--- config.mk ---
export PLATFORM = sky130hd
export DESIGN_NAME = dmem_arbiter
export DESIGN_NICKNAME = d
export VERILOG_FILES = /design/src/rtl/dmem_arbiter_pkg.sv /design/src/rtl/dmem_arbiter.sv
export SDC_FILE = /design/constraint.sdc
export NUM_CORES = 1
export LEC_CHECK = 0
export ABC_AREA = 1
export ABC_CLOCK_PERIOD_IN_PS = 1500
export CAP_MARGIN = 30
export CORE_ASPECT_RATIO = 1.25
export CORE_UTILIZATION = 27
export DETAILED_ROUTE_END_ITERATION = 12
export PLACE_DENSITY_LB_ADDON = 0.2
export SYNTH_ARGS = -nofsm -noshare
export SYNTH_HDL_FRONTEND = slang
export SYNTH_SLANG_ARGS = --single-unit
export TNS_END_PERCENT = 100
--- constraint.sdc ---
create_clock -name clk -period 1.5 [get_ports clk]
set_clock_uncertainty 0.1 [all_clocks]
set_input_delay 0.45 -clock clk [delete_from_list [all_inputs] [get_ports clk]]
set_output_delay 0.45 -clock clk [all_outputs]
set_load 0.05 [all_outputs]
--- src/rtl/dmem_arbiter_pkg.sv ---
// Shared CPU defines for the data-memory arbiter: FSM state encoding and
// the top of the register-mapped address window.
package dmem_arbiter_pkg;

  typedef enum logic [1:0] {
    IDLE = 2'd0,
    WAIT = 2'd1,
    RESP = 2'd2
  } arb_state_t;

  localparam logic [11:0] REG_SPACE_TOP = 12'h008;

  // Addresses below REG_SPACE_TOP belong to registers, not to the RAM.
  function automatic logic is_reg_space(input logic [11:0] addr);
    return addr < REG_SPACE_TOP;
  endfunction

endpackage

--- src/rtl/dmem_arbiter.sv ---
// Data-memory arbiter: the CPU always wins, DMA gets one access per two cycles.
// Optional starvation guard (cpu_hold) enabled by defining DMEM_ARB_STARVE_GUARD_EN.
module dmem_arbiter
  import dmem_arbiter_pkg::*;
#(
  parameter int unsigned STARVE_LIMIT = 8
) (
  input  logic        clk,
  input  logic        reset,
  // CPU side
  input  logic        cpu_en,
  input  logic        cpu_rd,
  input  logic        cpu_wr,
  input  logic [11:0] cpu_addr,
  input  logic [7:0]  cpu_wdata,
  output logic [7:0]  cpu_rdata,
  // DMA side
  input  logic        dma_req,
  input  logic        dma_we,
  input  logic [11:0] dma_addr,
  input  logic [7:0]  dma_wdata,
  output logic        dma_gnt,
  output logic        dma_rvalid,
  output logic [7:0]  dma_rdata,
  output logic        dma_err,
  // Memory side
  output logic        mem_en,
  output logic        mem_rd,
  output logic        mem_wr,
  output logic [11:0] mem_addr,
  output logic [7:0]  mem_wdata,
  input  logic [7:0]  mem_rdata,
  // CPU front-end throttle
  output logic        cpu_hold
);

  arb_state_t state, state_next;
  logic       reg_hit;

  assign reg_hit   = is_reg_space(dma_addr);
  assign cpu_rdata = mem_rdata;

  always_comb begin
    // NOTE: every output of this block gets a default first, so no path leaves
    // a signal unassigned and no latch is inferred.
    state_next = state;
    dma_gnt    = 1'b0;
    mem_en     = 1'b0;
    mem_rd     = 1'b0;
    mem_wr     = 1'b0;
    mem_addr   = '0;
    mem_wdata  = '0;

    if (cpu_en) begin
      mem_en    = 1'b1;
      mem_rd    = cpu_rd;
      mem_wr    = cpu_wr;
      mem_addr  = cpu_addr;
      mem_wdata = cpu_wdata;
    end else if (dma_req && state != RESP) begin
      dma_gnt   = 1'b1;
      mem_en    = !reg_hit;
      mem_rd    = !dma_we;
      mem_wr    = dma_we;
      mem_addr  = dma_addr;
      mem_wdata = dma_wdata;
    end

    case (state)
      RESP:    state_next = IDLE;
      default: begin
        if (!dma_req)    state_next = IDLE;
        else if (cpu_en) state_next = WAIT;
        else             state_next = RESP;
      end
    endcase
  end

  // The response registers only load on a grant, so they hold between pulses.
  always_ff @(posedge clk or posedge reset) begin
    if (reset) begin
      state      <= IDLE;
      dma_rvalid <= 1'b0;
      dma_rdata  <= 8'h00;
      dma_err    <= 1'b0;
    end else begin
      // NOTE: non-blocking assignments so every register samples pre-edge values.
      state      <= state_next;
      dma_rvalid <= dma_gnt;
      if (dma_gnt) begin
        dma_err   <= reg_hit;
        dma_rdata <= (reg_hit || dma_we) ? 8'h00 : mem_rdata;
      end
    end
  end

`ifdef DMEM_ARB_STARVE_GUARD_EN
  localparam logic [7:0] LIMIT = 8'(STARVE_LIMIT);

  logic [7:0] starve_cnt, starve_next;

  // Count consecutive denied request cycles outside RESP, saturating at LIMIT.
  always_comb begin
    starve_next = starve_cnt;
    if (!dma_req || dma_gnt) begin
      starve_next = 8'd0;
    end else if (state != RESP && cpu_en && starve_cnt != LIMIT) begin
      starve_next = starve_cnt + 8'd1;
    end
  end

  always_ff @(posedge clk or posedge reset) begin
    if (reset) begin
      starve_cnt <= 8'd0;
      cpu_hold   <= 1'b0;
    end else begin
      starve_cnt <= starve_next;
      cpu_hold   <= (starve_next == LIMIT);
    end
  end
`else
  assign cpu_hold = 1'b0;
`endif

endmodule

Word level (Yosys, flattened, before mapping) --
Cells that the tools add are included.
Storage, ports and cells: register bits after elaboration 12
Operators by class: reductions and logical operators 4, muxes and demuxes 16, equal/unequal tests 2, $lt $le $gt $ge 1
Operators with widths (number):
- 2-to-1 mux 12 bit | 2
- 2-to-1 mux 8 bit | 3
- less-than comparator 12 x 4 -> 1 bit (second input constant) | 1
- 2-to-1 mux 1 bit | 8
- 2-to-1 mux 2 bit | 3
- == test 2 bit (second input constant) | 1
- logical NOT 1 bit | 2
- inequality test 2 bit (second input constant) | 1
- logical AND 1 bit | 1
- logical OR 1 bit | 1

Depth between registers and ports, before layout --
Gate-level depths: netlist (run 1).
word-level depth 4, depth in mapped cells 7, depth with buffers taken out 6

Least setup slack after synthesis (run 1) --
OpenSTA, ideal clock, no wires.
path kind in2out, from input port dma_req, to output port mem_addr[10], slack -825 ps, required time 950 ps, path buffers 0, stages 4, data arrival time 1775 ps, cells stage by stage inv_1 > nor2_2 > nand2_2 > o21ai_0
Between the ends: word-level cells in the longest chain between the ends 3
RTL lines:
- start: declaration | line dmem_arbiter.sv:18 | input logic dma_req,
- logical AND 1 bit | line dmem_arbiter.sv:60 | end else if (dma_req && state != RESP) begin
- 2-to-1 mux 12 bit | line dmem_arbiter.sv:60
- 2-to-1 mux 12 bit | line dmem_arbiter.sv:54 | if (cpu_en) begin
- end: declaration | line dmem_arbiter.sv:30 | output logic [11:0] mem_addr,
Every way passes these cells.

Final worst setup path (run 1) --
from register state[1], to output port mem_addr[6]
Between the ends: word-level cells in the longest chain between the ends 4
RTL lines:
- start: declaration | line dmem_arbiter.sv:37 | arb_state_t state, state_next;
- start signal: assignment | line dmem_arbiter.sv:88 | state <= state_next;
- inequality test 2 bit | line dmem_arbiter.sv:60
- logical AND 1 bit | line dmem_arbiter.sv:60
- 2-to-1 mux 12 bit | line dmem_arbiter.sv:60
- 2-to-1 mux 12 bit | line dmem_arbiter.sv:54
Every way passes these cells.

==> run metrics, run 1 <==
Synth-to-Final Area Change 234%; WL/cell 21.1 µm; fill cell count 69; ANT cells 0; synth top area cells nand2_1 (36%), dfrtp_1 (35%), buf_4 (11%); Reg clk slew, reported paths 0.09 ns; Post-route DRC 0; Distinct cells, synth 16; Setup crit end kind output pin; grt ovf 0; Initial Util approximately 29%; Final Hold Fails 0; share of layout cells above drive strength 1 between 50% and 60%; startpoint types flip-flop; Final WS setup -0.477 ns; Clock Latency Late Sink approximately 0.30 ns; worst-path cell chain nand2_2 -> nand2_4 -> inv_8 -> buf_6 -> nand2_2 -> nand2_4 -> buf_12; Synth Area in Compound Gates roughly 2.3%; # hold bufs at CTS 0; syn nets 194; FF+latch count, synth 12; PortBufs 96; vias in the first global route 1552; setup TNS -10.51 ns; Synth top area share 36.0%; 1st-pass router iterations 4; XOR/XNOR share of the synthesized area 0%; H-Tree Depth 1; crit-path max cell delay between 0.3 and 0.4 ns; dpl hpwl 3220 µm; Routed WL slightly above 6000 µm; CTS buffer count 3; Max VDD drop 0.931 mV; DIE HEIGHT 64.9 µm; Cell Count Post-Placement 279; final worst-path cycle share 132%; RSZ-0062 raised after global routing yes; core area 2970 µm²; Routed Antenna Nets 0; Yosys top cell by area nand2_1; Vias 1469; non-filler instance count after layout 289; die area roughly 3400 µm²; WP data arrival ~1.4 ns; number of DRC markers in iteration 0 54; average size of a mapped cell 6.16 µm²; clk buf depth 2; mapped cell area 856 µm²; register area 300 µm²; Mapped Cells 139; largest family of logic cells by synthesized area simple AND/OR/NAND/NOR gates; clock sinks 12; Nets 310; Layout Utilization 96.1%; Simple-Gate Fraction of Synth Area 47.1%; top cell family by delay on the critical path flip-flops; global-route wire length before repair 7440 µm; final setup fails 29; Synth Area in Adders 0%; most common cell after layout, fill and taps aside buf_12; largest net degree at the start of global routing 20; power per standard cell area 641 nW/µm²; antenna violations before repair 0; run status finished, violations left; Avg Vias per Cell 5.08; failing checks setup timing; Crit Path Class flip-flop to output pin; max frequency 506 MHz; Final min period a little under 2 ns; Crit-path slowest cell dfrtp_1; Worst EP required 0.95 ns; CP Max Fanout 4; multi-input logic area 812 µm²; Root Buffer Master clkbuf_4; post-synthesis mux area share 0%; CTS tree built; Worst Hold Class input port to async pin; gr usage total 29.6%; Placer Congestion 0.662; Slew Limit Fails 0; Seq/Total Area, Yosys 35.1%; most frequent cells in the layout buf_12 (43), nand2_1 (40), nand2_4 (39); I/O Pins a little under 100; Die X 52.4 µm; Warnings, synthesis 0; Buf/Inv on CP 3; num rows 22; leakage 1.44 nW; total power draw between 1.5 and 2 mW; MaxCap Viol Count 0
## flip-flops by register name, summed over array words and instances, names as in the netlist
signal / flops
dma_rdata: 8
state: 2
dma_err: 1
dma_rvalid: 1
## routing by layer
metal	global-route usage, %	share of wire (%)
met5	0	0
met4	9.87	3.1
met3	6.10	7.3
met2	58.2	57
met1	28.9	33
## what timing repair did
action / CTS / global route
endpoints found under the setup margin: 42 / 32
buffers inserted: 5 / 2
gates resized for setup: 89 / 28
pin swaps: 15 / 12
cloned: 1 / 1
## synth_stat cells, drive strengths merged
cell,count
nand2,84
buf,13
dfrtp,12
nand3,9
inv,8
nor2,6
o21ai,4
clkbuf,1
conb,1
nor3,1
## final cells by class
type | count | share of cell area (%)
inverter | 8 | 1.58
sequential | 12 | 10.5
clock buffer | 3 | 0.788
multi-input combinational | 105 | 28.4
timing repair buffer | 125 | 57.1
tap | 36 | 1.58
## metrics by stage
step / area (µm²) / setup slack, ns / hold WS [ns]
3_3_place_gp: 2560 / -0.800 / 0.425
5_1_grt: 2860 / -0.497 / 0.430
3_5_place_dp: 2560 / -0.855 / 0.438
4_1_cts: 2750 / -0.373 / 0.387
6_report: 2860 / -0.477 / 0.383
2_1_floorplan: 1070 / -0.187 / 0.215
## power breakdown
| part | internal, mW | switching [mW] | leakage, nW |
|---|---|---|---|
| logic | 0.585 | 0.635 | 1.27 |
| clock network | 0.0938 | 0.125 | 0.0138 |
| registers | 0.354 | 0.0386 | 0.158 |
## cells by family (layout without fill, tap and decap cells)
kind of cell	count (synthesis)	count (layout)
AND/OR/NAND/NOR	100	100
buffers and inverters	22	136
flip-flops	12	12
AO/OA/AOI/OAI	4	4
other	1	1
## worst paths after layout
path | start | to | slack, ns | cells after the start
max | state[1]$_DFF_PP0_ | mem_addr[6] | -0.48 | 7
min | reset | dma_rvalid$_DFF_PP0_ | 0.38 | 2
max reg2reg | state[1]$_DFF_PP0_ | dma_rdata[5]$_DFFE_PP0P_ | -0.03 | 7
min reg2reg | dma_rdata[1]$_DFFE_PP0P_ | dma_rdata[1]$_DFFE_PP0P_ | 0.48 | 2
max in group asynchronous | reset | dma_rdata[2]$_DFFE_PP0P_ | 0.58 | 2
min in group clk | dma_rdata[1]$_DFFE_PP0P_ | dma_rdata[1]$_DFFE_PP0P_ | 0.48 | 2
(Power assumes the default switching activity.)
==> inputs of run 2 (changes only) <==
--- a/config.mk
+++ b/config.mk
@@ -8,9 +8,12 @@
 export ABC_AREA = 1
 export ABC_CLOCK_PERIOD_IN_PS = 1500
 export CAP_MARGIN = 30
+export CELL_PAD_IN_SITES_DETAIL_PLACEMENT = 1
+export CELL_PAD_IN_SITES_GLOBAL_PLACEMENT = 2
 export CORE_ASPECT_RATIO = 1.25
-export CORE_UTILIZATION = 27
+export CORE_UTILIZATION = 11
 export DETAILED_ROUTE_END_ITERATION = 12
+export GPL_TIMING_DRIVEN = 1
 export PLACE_DENSITY_LB_ADDON = 0.2
 export SYNTH_ARGS = -nofsm -noshare
 export SYNTH_HDL_FRONTEND = slang
==> run metrics, run 2 (synthesis gave the netlist of run 1 again) <==
Die X 80.9 µm (+55%); Nets 316 (+1.9%); Avg Vias per Cell 3.79 (-25%); Crit-path slowest cell dfrtp_1; crit-path most repeated cell buf_6; Placer Congestion 0.637 (-3.8%); power per standard cell area 621 nW/µm² (-3.2%); Worst EP required 0.95 ns (about the same); die area 8140 µm² (+140%); max frequency 534 MHz (+5.6%); Setup crit end kind output pin; share of layout cells above drive strength 1 58.7% (+1.8 points); Crit Reg-Reg Endpoint dma_rdata[7]$_DFFE_PP0P_; Clock Latency Late Sink 0.24 ns (-0.06 ns); largest net degree at the start of global routing 24 (+20%); worst-path cell chain nand2_2 -> nand2_4 -> buf_6 -> buf_6 -> o21ai_4 -> buf_12; Vias 1330 (-9.5%); MaxCap Viol Count 0 (unchanged); clock sinks 12 (unchanged); final setup fails 32 (+10%); Post-DP Area 2670 µm² (+4.1%); WL met1 1470 µm (-27%); Slew Limit Fails 0 (unchanged); H-Tree Depth 1 (unchanged); Met3 Wirelength 458 µm (+3.4%); worst reg-to-reg path cell count 10 (+3); Initial Util 11.5% (-17 points); Crit Path Class flip-flop to output pin; Root Buffer Master clkbuf_8; CTS buffer count 3 (unchanged); total power draw 1.86 mW (+1.6%); 1st-pass router iterations 2 (-2); leakage 1.43 nW (-0.87%); crit-path max cell delay 0.37 ns (-0.02 ns); Max VDD drop 0.373 mV (-60%); final worst-path cycle share 125% (-7.0 points); run status finished, violations left; clk buf depth 2 (unchanged); most common cell after layout, fill and taps aside buf_12; startpoint types flip-flop; dpl hpwl 3340 µm (+3.8%); Final min period 1.87 ns (-0.104 ns); Reg with most FFs dma_rdata; Final WS setup -0.373 ns (+0.104 ns); Worst Hold Class input port to async pin; FF-to-FF Start state[1]$_DFF_PP0_; DIE HEIGHT 101 µm (+55%); grt ovf 0 (unchanged); Final Cell Area 3000 µm² (+4.9%); WP data arrival 1.32 ns (-0.11 ns); WL/cell 11.9 µm (-44%); I/O Pins 98 (unchanged); Regs by FF count dma_rdata x8, state x2; Final Hold Fails 0 (unchanged); Routed Antenna Nets 0 (unchanged); gr usage total 10.8% (-19 points); Routed WL 4180 µm (-31%); RSZ-0062 raised after global routing yes; met2 WL 2220 µm (-36%); number of DRC markers in iteration 0 18 (-67%); antenna violations before repair 0 (unchanged); reg2reg setup slack -0.08 ns (-0.05 ns); PortBufs 96 (unchanged); failing checks setup timing; top sig layer met4; CP Max Fanout 2 (-2); Synth-to-Final Area Change 250%; vias in the first global route 1451 (-6.5%); ANT cells 0 (unchanged); max reg flops 8 (unchanged); global-route wire length before repair 6840 µm (-8.0%); core area 7440 µm² (+150%); most frequent cells in the layout buf_12 (46), nand2_1 (42), clkdlybuf4s50_1 (34); num rows 35 (+59%); Post-route DRC 0 (unchanged); CTS tree built; Reg clk slew, reported paths 0.05 ns (-0.04 ns)
## run 2: repair_timing
action	CTS	global route
pin swaps	14	16
gates cloned	1	0
endpoints found under the setup margin	42	32
setup buffers	6	4
endpoints found under the hold margin	0	0
gates resized for setup	92	22
hold buffers	0	0
## run 2: how the worst max path moves through the flow
stage	startpoint	end	slack, ns	cells past startpoint
after global placement	dma_req	mem_addr[8]	-0.84	9
after detailed placement	dma_req	mem_wr	-0.84	9
after global routing	state[1]$_DFF_PP0_	mem_addr[9]	-0.43	6
after CTS	state[1]$_DFF_PP0_	mem_addr[10]	-0.38	6
after floorplan	dma_req	mem_addr[9]	-0.19	5
final	state[1]$_DFF_PP0_	mem_addr[9]	-0.37	6
## run 2: layer usage
metal / global-route usage, % / vias to the layer above
met3: 4.16 / 4
met2: 19.5 / 70
met5: 0 / -
met4: 2.88 / 0
met1: 11.6 / 606
li1: - / 650
## run 2: worst max-delay path, delay by kind of cell, from the launching register on
family / cells / cell delay [ns]
buffers and inverters: 3 / 0.38
AO/OA/AOI/OAI: 1 / 0.16
flip-flops: 1 / 0.37
AND/OR/NAND/NOR: 2 / 0.17
## run 2: area by class of cell
type / instances / area (µm²)
clock buffers: 3 / 41.3
fillers: 841 / 4450
inverters: 8 / 40.0
multi-input cells: 105 / 788
flip-flops and latches: 12 / 300
well taps: 92 / 115
repair buffers: 131 / 1710
## run 2: through the flow
stage	setup TNS (ns)	instances	hold slack, ns	setup slack (ns)	utilization (%)
detailed placement	-27.40	338	0.434	-0.843	35.8
floorplan	-3.81	139	0.215	-0.187	-
global placement	-27.18	338	0.425	-0.836	35.8
global route	-10.69	351	0.442	-0.432	40.3
CTS	-8.36	348	0.413	-0.377	38.7
finish	-8.62	351	0.403	-0.373	40.3
## run 2: power by group
| part | switching [mW] | internal, mW |
|---|---|---|
| registers | 0.0309 | 0.356 |
| clock network | 0.110 | 0.176 |
| logic | 0.587 | 0.601 |
